===== src/rtl/stepper_pkg.sv =====
// Shared types and default constants for the step/direction pulse generator.
// The ramp multiplier is only consumed when STEPPER_RAMP_EN is defined.
package stepper_pkg;

    typedef enum logic [2:0] {
        ST_IDLE,
        ST_SETUP,
        ST_HIGH,
        ST_LOW,
        ST_DONE
    } state_e;

    localparam int DEF_CNT_W      = 16;
    localparam int DEF_PER_W      = 16;
    localparam int DEF_PULSE_W    = 4;
    localparam int DEF_SETUP_CYC  = 8;
    localparam int DEF_RAMP_DELTA = 16;
    localparam int RAMP_MULT      = 4;

endpackage


===== src/rtl/stepper_interval_timer.sv =====
// Loadable down-counter: load N-1 on state entry, expire_o is high in the
// last cycle of an N-cycle interval.
module stepper_interval_timer #(
    parameter int W = 16
) (
    input  logic         clk,
    input  logic         rst_n,
    input  logic         load_i,
    input  logic [W-1:0] load_val_i,
    output logic         expire_o
);

    logic [W-1:0] cnt_q, cnt_d;

    always_comb begin
        cnt_d = cnt_q;
        if (load_i) begin
            cnt_d = load_val_i;
        end else if (cnt_q != '0) begin
            cnt_d = cnt_q - 1'b1;
        end
    end

    always_ff @(posedge clk) begin
        if (!rst_n) begin
            cnt_q <= '0;
        end else begin
            cnt_q <= cnt_d;
        end
    end

    assign expire_o = (cnt_q == '0);

endmodule


===== src/rtl/stepper_step_gen.sv =====
// Command-driven step/direction pulse generator for the stepper driver.
// Define STEPPER_RAMP_EN to add a linear trapezoidal acceleration ramp.
module stepper_step_gen
    import stepper_pkg::*;
#(
    parameter int CNT_W     = DEF_CNT_W,
    parameter int PER_W     = DEF_PER_W,
    parameter int PULSE_W   = DEF_PULSE_W,
    parameter int SETUP_CYC = DEF_SETUP_CYC
`ifdef STEPPER_RAMP_EN
    ,
    parameter int RAMP_DELTA = DEF_RAMP_DELTA
`endif
) (
    input  logic             clk,
    input  logic             rst_n,
    input  logic             cmd_valid,
    output logic             cmd_ready,
    input  logic [CNT_W-1:0] cmd_steps,
    input  logic [PER_W-1:0] cmd_period,
    input  logic             cmd_dir,
    input  logic             abort,
    output logic             step,
    output logic             dir,
    output logic             busy,
    output logic             done,
    output logic             aborted,
    output logic [CNT_W-1:0] steps_left
);

    localparam logic [PER_W-1:0] MIN_PER  = PER_W'(PULSE_W + 1);
    localparam logic [PER_W-1:0] HIGH_LD  = PER_W'(PULSE_W - 1);
    localparam logic [PER_W-1:0] SETUP_LD = PER_W'(SETUP_CYC - 1);

    state_e             state_q, state_d;
    logic               dir_q, dir_d;
    logic               aborted_q, aborted_d;
    logic               abort_pend_q, abort_pend_d;
    logic [CNT_W-1:0]   steps_q, steps_d;
    logic [PER_W-1:0]   eff_q, eff_d;
    logic [PER_W-1:0]   eff_calc;
    logic [PER_W-1:0]   per_now;
    logic               accept;
    logic               rise_next;
    logic               tmr_load;
    logic [PER_W-1:0]   tmr_val;
    logic               tmr_exp;

    assign eff_calc = (cmd_period < MIN_PER) ? MIN_PER : cmd_period;

    stepper_interval_timer #(
        .W (PER_W)
    ) u_timer (
        .clk        (clk),
        .rst_n      (rst_n),
        .load_i     (tmr_load),
        .load_val_i (tmr_val),
        .expire_o   (tmr_exp)
    );

    always_comb begin
        state_d      = state_q;
        dir_d        = dir_q;
        aborted_d    = aborted_q;
        abort_pend_d = abort_pend_q;
        steps_d      = steps_q;
        eff_d        = eff_q;
        accept       = 1'b0;
        rise_next    = 1'b0;
        tmr_load     = 1'b0;
        tmr_val      = '0;

        unique case (state_q)
            ST_IDLE: begin
                if (cmd_valid) begin
                    accept       = 1'b1;
                    dir_d        = cmd_dir;
                    steps_d      = cmd_steps;
                    eff_d        = eff_calc;
                    aborted_d    = 1'b0;
                    abort_pend_d = 1'b0;
                    if (cmd_steps == '0) begin
                        state_d = ST_DONE;
                    end else begin
                        state_d  = ST_SETUP;
                        tmr_load = 1'b1;
                        tmr_val  = SETUP_LD;
                    end
                end
            end
            ST_SETUP: begin
                if (abort) begin
                    state_d   = ST_DONE;
                    aborted_d = 1'b1;
                end else if (tmr_exp) begin
                    state_d  = ST_HIGH;
                    steps_d  = steps_q - 1'b1;
                    tmr_load = 1'b1;
                    tmr_val  = HIGH_LD;
                end
            end
            ST_HIGH: begin
                // An abort seen anywhere in the pulse is remembered so the
                // high time is never truncated.
                if (abort) begin
                    abort_pend_d = 1'b1;
                end
                if (tmr_exp) begin
                    abort_pend_d = 1'b0;
                    if (abort || abort_pend_q) begin
                        state_d   = ST_DONE;
                        aborted_d = 1'b1;
                    end else begin
                        state_d  = ST_LOW;
                        tmr_load = 1'b1;
                        tmr_val  = per_now - MIN_PER;
                    end
                end
            end
            ST_LOW: begin
                if (abort) begin
                    state_d   = ST_DONE;
                    aborted_d = 1'b1;
                end else if (tmr_exp) begin
                    if (steps_q == '0) begin
                        state_d = ST_DONE;
                    end else begin
                        state_d   = ST_HIGH;
                        rise_next = 1'b1;
                        steps_d   = steps_q - 1'b1;
                        tmr_load  = 1'b1;
                        tmr_val   = HIGH_LD;
                    end
                end
            end
            ST_DONE: begin
                state_d = ST_IDLE;
            end
            default: begin
                state_d = ST_IDLE;
            end
        endcase
    end

    always_ff @(posedge clk) begin
        if (!rst_n) begin
            state_q      <= ST_IDLE;
            dir_q        <= 1'b0;
            aborted_q    <= 1'b0;
            abort_pend_q <= 1'b0;
            steps_q      <= '0;
            eff_q        <= MIN_PER;
        end else begin
            state_q      <= state_d;
            dir_q        <= dir_d;
            aborted_q    <= aborted_d;
            abort_pend_q <= abort_pend_d;
            steps_q      <= steps_d;
            eff_q        <= eff_d;
        end
    end

`ifdef STEPPER_RAMP_EN
    localparam int               WW       = PER_W + 3;
    localparam logic [WW-1:0]    PER_MAX  = WW'({PER_W{1'b1}});
    localparam logic [PER_W:0]   DELTA_W  = (PER_W + 1)'(RAMP_DELTA);

    logic [PER_W-1:0] ival_q, ival_d;
    logic [PER_W-1:0] start_q, start_d;
    logic [CNT_W-1:0] acc_q, acc_d;
    logic [WW-1:0]    start_wide;
    logic [PER_W-1:0] ramp_start;
    logic [PER_W:0]   grow_w;
    logic [PER_W:0]   floor_w;

    assign start_wide = WW'(eff_calc) * WW'(RAMP_MULT);
    assign ramp_start = (start_wide > PER_MAX) ? {PER_W{1'b1}} : start_wide[PER_W-1:0];
    assign grow_w     = {1'b0, ival_q} + DELTA_W;
    assign floor_w    = {1'b0, eff_q} + DELTA_W;

    // Intervals shrink until the floor, and grow back once the remaining
    // steps no longer exceed the number of accelerated steps taken.
    always_comb begin
        ival_d  = ival_q;
        start_d = start_q;
        acc_d   = acc_q;
        if (accept) begin
            ival_d  = ramp_start;
            start_d = ramp_start;
            acc_d   = '0;
        end else if (rise_next) begin
            if (steps_q <= acc_q) begin
                ival_d = (grow_w > {1'b0, start_q}) ? start_q : grow_w[PER_W-1:0];
            end else if (ival_q > eff_q) begin
                ival_d = ({1'b0, ival_q} > floor_w) ? (ival_q - DELTA_W[PER_W-1:0]) : eff_q;
                acc_d  = acc_q + 1'b1;
            end
        end
    end

    always_ff @(posedge clk) begin
        if (!rst_n) begin
            ival_q  <= MIN_PER;
            start_q <= MIN_PER;
            acc_q   <= '0;
        end else begin
            ival_q  <= ival_d;
            start_q <= start_d;
            acc_q   <= acc_d;
        end
    end

    assign per_now = ival_q;
`else
    assign per_now = eff_q;
`endif

    assign step       = (state_q == ST_HIGH);
    assign busy       = (state_q != ST_IDLE);
    assign done       = (state_q == ST_DONE);
    assign cmd_ready  = (state_q == ST_IDLE);
    assign dir        = dir_q;
    assign aborted    = aborted_q;
    assign steps_left = steps_q;

endmodule

===== config.mk =====
export PLATFORM = sky130hd
export DESIGN_NAME = stepper_step_gen
export DESIGN_NICKNAME = d
export VERILOG_FILES = /design/src/rtl/stepper_pkg.sv /design/src/rtl/stepper_interval_timer.sv /design/src/rtl/stepper_step_gen.sv
export SDC_FILE = /design/constraint.sdc
export NUM_CORES = 1
export LEC_CHECK = 0
export CAP_MARGIN = 20
export CORE_UTILIZATION = 45
export CTS_CLUSTER_DIAMETER = 150
export DETAILED_ROUTE_END_ITERATION = 6
export PLACE_DENSITY = 0.73
export SYNTH_ARGS = -nofsm -noshare
export SYNTH_HDL_FRONTEND = slang
export SYNTH_SLANG_ARGS = --single-unit

===== constraint.sdc =====
create_clock -name clk -period 2.4 [get_ports clk]
set_input_delay 0.48 -clock clk [delete_from_list [all_inputs] [get_ports clk]]
set_output_delay 0.48 -clock clk [all_outputs]
set_load 0.005 [all_outputs]

==> results of run 1 <==
-- repair_timing --
item                                    in CTS  in global routing
setup buffers                                0                  0
endpoints found under the setup margin       0                  2
resized for setup                            0                  2
-- worst paths after layout --
| check | cells past startpoint | slack, ns | to | start |
|---|---|---|---|---|
| hold reg to reg | 2 | 0.48 | dir | dir |
| hold / removal | 2 | 0.48 | dir | dir |
| setup reg to reg | 6 | 0.09 | steps_left[0] | steps_left[9] |
| setup / recovery | 2 | 0.05 | cmd_ready | state_q[0] |
-- worst max-delay path: stages (launching register included) --
cell	delay [ns]
sky130_fd_sc_hd__dfxtp_1	0.46
sky130_fd_sc_hd__nor3_1	0.49
sky130_fd_sc_hd__clkdlybuf4s50_1	0.61
-- state kept, by name, indices dropped and copies added (netlist names) --
register and cells:
abort_pend_q 1, aborted 1, dir 1, eff_q 16, state_q 3, steps_left 16
u_timer.cnt_q 16
-- synthesized netlist by cell type, drive strengths merged (10+ instances only) --
library cell  instances
nor3                 21
nand3                11
dfxtp                54
o21ai                15
a2bb2oi              10
inv                  14
nand2                76
nor2                 38
clkbuf               25
a21oi                44
nor4                 13
xor2                 11
-- final cells by class --
class                           count  area (um2)
Multi-Input combinational cell    349        2080
Clock inverter                      2        37.5
Timing Repair Buffer               86         795
Inverter                           14        52.6
Fill cell                         639        2700
Clock buffer                        6        72.6
Sequential cell                    54        1080
Tap cell                           96         120
-- cell families after synthesis --
logic type      count (synthesis)
simple gates                  203
xor+xnor                       19
flops                          54
compound gates                121
fa+ha+maj                       4
mux                             2
buf+inv                        45
-- power breakdown --
| part | switching [uW] | internal, uW |
|---|---|---|
| Combinational | 1800 | 1540 |
| Sequential | 286 | 1170 |
| Clock | 307 | 312 |
-- metrics by stage --
step                      TNS [ns]  worst slack (ns)  area (um2)  std cells  hold WS [ns]
after floorplan             -0.148           -0.0182        3370        448         0.446
after global placement           0            0.0888        4120        599         0.448
after detailed placement         0            0.0446        4120        599         0.455
after CTS                        0            0.0824        4230        607         0.475
after global routing             0         0.0000930        4240        607         0.512
final                            0            0.0533        4240        607         0.476
-- metal layers --
| metal | up-vias | track usage, % | part of all wire (%) |
|---|---|---|---|
| met5 | - | 0 | 0 |
| met4 | 0 | 5.81 | 0.95 |
| met3 | 7 | 4.34 | 5.4 |
| met2 | 122 | 39.7 | 46 |
| met1 | 1640 | 33.5 | 48 |
| li1 | 1750 | - | - |
-- cells in the final DEF (no fill, tap or decap), types with 3 or more instances in the layout --
cell                              instances
sky130_fd_sc_hd__a21o_1                   3
sky130_fd_sc_hd__a21oi_1                 44
sky130_fd_sc_hd__a22oi_1                  5
sky130_fd_sc_hd__a2bb2oi_1               10
sky130_fd_sc_hd__buf_4                   27
sky130_fd_sc_hd__clkbuf_8                 5
sky130_fd_sc_hd__clkdlybuf4s50_1         58
sky130_fd_sc_hd__dfxtp_1                 51
sky130_fd_sc_hd__dfxtp_2                  3
sky130_fd_sc_hd__ha_1                     3
sky130_fd_sc_hd__inv_1                   12
sky130_fd_sc_hd__nand2_1                 76
sky130_fd_sc_hd__nand2b_1                 4
sky130_fd_sc_hd__nand3_1                 11
sky130_fd_sc_hd__nand3b_1                 4
sky130_fd_sc_hd__nand4_1                  7
sky130_fd_sc_hd__nor2_1                  38
sky130_fd_sc_hd__nor3_1                  21
sky130_fd_sc_hd__nor4_1                  13
sky130_fd_sc_hd__o21a_1                   7
sky130_fd_sc_hd__o21ai_0                 15
sky130_fd_sc_hd__o22ai_1                  8
sky130_fd_sc_hd__o31ai_1                  4
sky130_fd_sc_hd__o32ai_1                  6
sky130_fd_sc_hd__or3_1                    5
sky130_fd_sc_hd__or4_1                    4
sky130_fd_sc_hd__xnor2_1                  8
sky130_fd_sc_hd__xor2_1                  11
==> parameters.txt, run 1 <==
Parameter                              Value

Synthesis
  Total number of yosys warnings    0
  Number of distinct standard cells referenced by the synthesized netlist    51
  Largest area contributor in the synthesized netlist    sky130_fd_sc_hd__dfxtp_1
  Multiplexer area fraction after synthesis    0.604%
  Synthesized net count    489
  Compound-Gate Fraction of Synth Area    24.4%
  Simple-gate share of the synthesized area    30.0%
  Synth area leaders    sky130_fd_sc_hd__dfxtp_1, sky130_fd_sc_hd__nand2_1, sky130_fd_sc_hd__a21oi_1
  Cell area after synthesis    3320 um2
  FF+latch count, synth    54
  Fraction of synthesized cell area in xor and xnor cells    5.02%
  Post-synthesis average cell area    7.40 um2
  Area fraction of the dominant cell type after synthesis    32.6%
  Seq/Total Area, Yosys    32.6%
  Top FF cell, synth    sky130_fd_sc_hd__dfxtp_1
  Largest family of logic cells by synthesized area    simple AND/OR/NAND/NOR gates
  Number of enable flip-flop cells after synthesis    0
  Post-synthesis share of cell area spent on full adders, half adders and majority gates    1.51%
  Syn Inst Count    448
  Synth async-reset ratio    0%

Status
  Run status    finished, final reports clean

Clocking
  CTS clk-pin slew, worst paths    0.10 ns
  Cts hold-fix bufs    0
  Clock Root Buffer    sky130_fd_sc_hd__clkbuf_8
  Cts bufs inserted    5
  Number of sinks handled by clock tree synthesis    54
  Skew-Pair Late Insertion Delay    0.31 ns
  Clock tree from TritonCTS    done
  Max H-tree Level    2
  Longest Clk Path Bufs    2

Drt
  DRT Wirelength    9.05 mm
  Post-detailed-route count of antenna-violating nets    0
  Vias per std cell    5.80
  Number of detailed-routing iterations run before antenna repair    5
  Detailed-route wire length per cell    14.9 um
  Number of DRC markers after the initial detailed-route iteration    237
  Detailed-route via count    3519
  Total DRC errors in the routed layout    0

Critical path
  Highest net fanout along the worst path    14
  Arrival time of data at the critical path endpoint    1.87 ns
  Kind of start point of the critical path    register
  Critical path start-end classification    register to output pin
  Critical path capture point type    output pin
  Required time of the critical path    1.92 ns

GRT
  Global-route wire length before repair    15.0 mm
  Vias in the first global route    3164
  Antenna violations before repair    0
  Pin count of the biggest net entering global routing    40
  Aggregate global routing overflow    0
  Aggregate global-route resource usage    24.4%

STA
  RSZ-0062 raised after global routing    false
  Worst Tran Pin Value    0.869 ns
  Final period utilization    97.8%
  Total count of hold-check failures in the final report    0
  Endpoints failing setup    0
  Pins Over Slew Limit    0
  Min cycle time layout    2.35 ns
  Timing-limited maximum frequency    426 MHz
  Post-route clock skew    0.0146 ns
  Worst relative slew slack    42.0%

Placement
  Post-DP HPWL    6.71 mm
  Port Buffer Count    58
  Final weighted congestion in routability-driven placement    0.928

Floorplan
  I/O Pins    59
  Standard-cell rows    30
  Core outline area    6940 um2
  Initial core utilization    47.7%
  Die ar.    7720 um2
  Overall die height    87.8 um
  Width of the die    87.8 um

Pwr
  Power per unit of standard cell area    1280 nW/um2
  Reported leakage power    0.00160 uW
  Power Total    5410 uW
  Max rail drop VDD    0.387 mV

Finish
  Area growth from synthesis to layout    27.9%
  Net count, final    551
  Fraction of final layout cells sized beyond drive strength 1    9.98%
  Final design utilization    61.1%
  Number of antenna diodes    0

Run
  MaxCap Viol Count    0

Min path
  Type of the tightest min-delay check    register to register
No activity file was read; power rests on OpenSTA's default activity.
==> run 2: changes to the inputs <==
--- a/config.mk
+++ b/config.mk
@@ -9,7 +9,7 @@
 export CORE_UTILIZATION = 45
 export CTS_CLUSTER_DIAMETER = 150
 export DETAILED_ROUTE_END_ITERATION = 6
-export PLACE_DENSITY = 0.73
+export PLACE_DENSITY = 0.7
 export SYNTH_ARGS = -nofsm -noshare
 export SYNTH_HDL_FRONTEND = slang
 export SYNTH_SLANG_ARGS = --single-unit
==> constraint.sdc (replaced) <==
create_clock -name clk -period 3 [get_ports clk]
set_input_delay 0.6 -clock clk [delete_from_list [all_inputs] [get_ports clk]]
set_output_delay 0.6 -clock clk [all_outputs]
set_load 0.005 [all_outputs]
==> run 2 against run 1 <==
Net effect: first-iteration DRC count unchanged; final cell count decreased by 2.1%; via count decreased by 0.43%; largest cell class unchanged; largest power group unchanged; highest routed layer unchanged.
==> parameters.txt, run 2 (synthesized netlist as in run 1, its figures left out) <==
Parameter                              Value

Clocking
  Clock tree from TritonCTS    done
  Max H-tree Level    2
  Cts hold-fix bufs    0
  Cts bufs inserted    5
  Clock Root Buffer    sky130_fd_sc_hd__clkbuf_8
  Setup Fix Bufs, Post-CTS    0
  Gates resized, CTS repair    0
  Skew-Pair Late Insertion Delay    0.31 ns
  CTS clk-pin slew, worst paths    0.09 ns
  Longest Clk Path Bufs    2
  Number of sinks handled by clock tree synthesis    54

STA
  Worst relative slew slack    45.7%
  RSZ-0062 raised after global routing    false
  Post-route clock skew    0.00639 ns
  Final sum of negative setup slack    0 ns
  Min cycle time layout    2.82 ns
  Pins Over Slew Limit    0
  Timing-limited maximum frequency    355 MHz
  Final period utilization    93.9%
  Total count of hold-check failures in the final report    0
  Worst Tran Pin Value    0.813 ns
  Endpoints failing setup    0
  Final setup slack of the worst path    0.182 ns

Critical path
  Required time of the critical path    3.26 ns
  Top Family by Delay on Critical Path    simple AND/OR/NAND/NOR gates
  Arrival time of data at the critical path endpoint    3.08 ns
  Cell type of the slowest stage on the worst timing path    sky130_fd_sc_hd__or4_1
  Kind of start point of the critical path    register
  Slowest Stage Delay on Critical Path    0.70 ns
  Crit path cell chain    inv_1 > ha_1 > or3b_1 > or4_1 > o2111ai_4 > and2_1 > buf_4 > o221a_2
  Critical path start-end classification    register to register
  Highest net fanout along the worst path    16
  Critical path capture point type    register
  Sum of buffers and inverters on the critical path    2

GRT
  Pin count of the biggest net entering global routing    40
  Aggregate global-route resource usage    24.7%
  Vias in the first global route    3145
  Global-route wire length before repair    15.0 mm
  Antenna violations before repair    0
  Aggregate global routing overflow    0

Drt
  Detailed-route via count    3504
  Vias per std cell    5.90
  Detailed-route wire length per cell    15.5 um
  Number of detailed-routing iterations run before antenna repair    5
  DRT Wirelength    9.22 mm
  Number of DRC markers after the initial detailed-route iteration    237
  Post-detailed-route count of antenna-violating nets    0
  Total DRC errors in the routed layout    0

Placement
  Placement-stage worst setup slack    0.220 ns
  Final weighted congestion in routability-driven placement    0.917
  Post-DP HPWL    6.77 mm
  Port Buffer Count    58

Floorplan
  Die ar.    7720 um2
  Overall die height    87.8 um
  Core outline area    6940 um2
  Width of the die    87.8 um
  Initial core utilization    47.7%
  I/O Pins    59
  Standard-cell rows    30

Min path
  Type of the tightest min-delay check    register to register

Pwr
  Switching Power    1870 uW
  Clock Power Share    9.8%
  Sw Ratio    45.6%
  Max rail drop VDD    0.317 mV
  Reported leakage power    0.00152 uW
  Flop pwr share    28.9%
  Power per unit of standard cell area    1010 nW/um2
  Relative contribution of combinational cells to total power    61.3%
  Internal cell power    2240 uW

Finish
  Commonest non-fill, non-tap cell in the layout    sky130_fd_sc_hd__nand2_1
  Area growth from synthesis to layout    22.9%
  Number of antenna diodes    0
  Final design utilization    58.7%
  Commonest cells after routing, fill and taps aside    sky130_fd_sc_hd__nand2_1, sky130_fd_sc_hd__clkdlybuf4s50_1, sky130_fd_sc_hd__dfxtp_1
  Net count, final    539
  Fraction of final layout cells sized beyond drive strength 1    5.62%

Status
  Run status    finished, final reports clean

Run
  MaxCap Viol Count    0
## run 2: cell count changes in the layout (fill, tap and decap cells not counted), moves of 2 or more
| cell | change |
|---|---|
| sky130_fd_sc_hd__inv_1 | +2 |
| sky130_fd_sc_hd__dfxtp_1 | +3 |
| sky130_fd_sc_hd__buf_4 | -11 |
| sky130_fd_sc_hd__inv_2 | -2 |
| sky130_fd_sc_hd__dfxtp_2 | -3 |
| sky130_fd_sc_hd__o32ai_2 | -2 |
| sky130_fd_sc_hd__o32ai_1 | +2 |
## run 2: layout make-up
type | instances | area (um2)
flip-flops and latches | 54 | 1080
fillers | 654 | 2870
inverters | 14 | 52.6
well taps | 96 | 120
clock buffers | 5 | 68.8
clock inverters | 2 | 13.8
multi-input cells | 349 | 2040
repair buffers | 74 | 701
## run 2: worst reg2reg max path, cell delays in order, from the launching register on
cell,delay [ns]
sky130_fd_sc_hd__dfxtp_1,0.35
sky130_fd_sc_hd__inv_1,0.08
sky130_fd_sc_hd__ha_1,0.17
sky130_fd_sc_hd__or3b_1,0.46
sky130_fd_sc_hd__or4_1,0.70
sky130_fd_sc_hd__o2111ai_4,0.40
sky130_fd_sc_hd__and2_1,0.18
sky130_fd_sc_hd__buf_4,0.22
sky130_fd_sc_hd__o221a_2,0.21
## run 2: final timing paths
path | start | slack, ns | endpoint | cells after the start
max | steps_left[1] | 0.18 | steps_left[0] | 8
min | dir | 0.47 | dir | 2
max reg2reg | steps_left[1] | 0.18 | steps_left[0] | 8
min reg2reg | dir | 0.47 | dir | 2
## run 2: power groups by stage
stage | Clock [uW] | Sequential (uW) | Combinational (uW)
after global routing | 441 | 1220 | 2760
after global placement | 0 | 1190 | 2450
after detailed placement | 0 | 1200 | 2480
final | 403 | 1190 | 2520
after CTS | 414 | 1180 | 2500
after floorplan | 0 | 1120 | 1840
## run 2: routing by layer
metal / track usage [%] / vias up / share of wire, %
met3: 2.64 / 5 / 5.2
met2: 42.8 / 120 / 47
li1: - / 1719 / -
met4: 5.37 / 0 / 0.70
met1: 33.0 / 1660 / 47
met5: 0 / - / 0
## run 2: metrics by stage
stage	power (uW)	std cells	cell area, um2	hold WS, ns
after floorplan	2960	448	3320	0.446
after global placement	3640	587	3990	0.447
after detailed placement	3680	587	3990	0.458
after CTS	4100	594	4080	0.475
after global routing	4430	594	4080	0.504
final	4110	594	4080	0.470
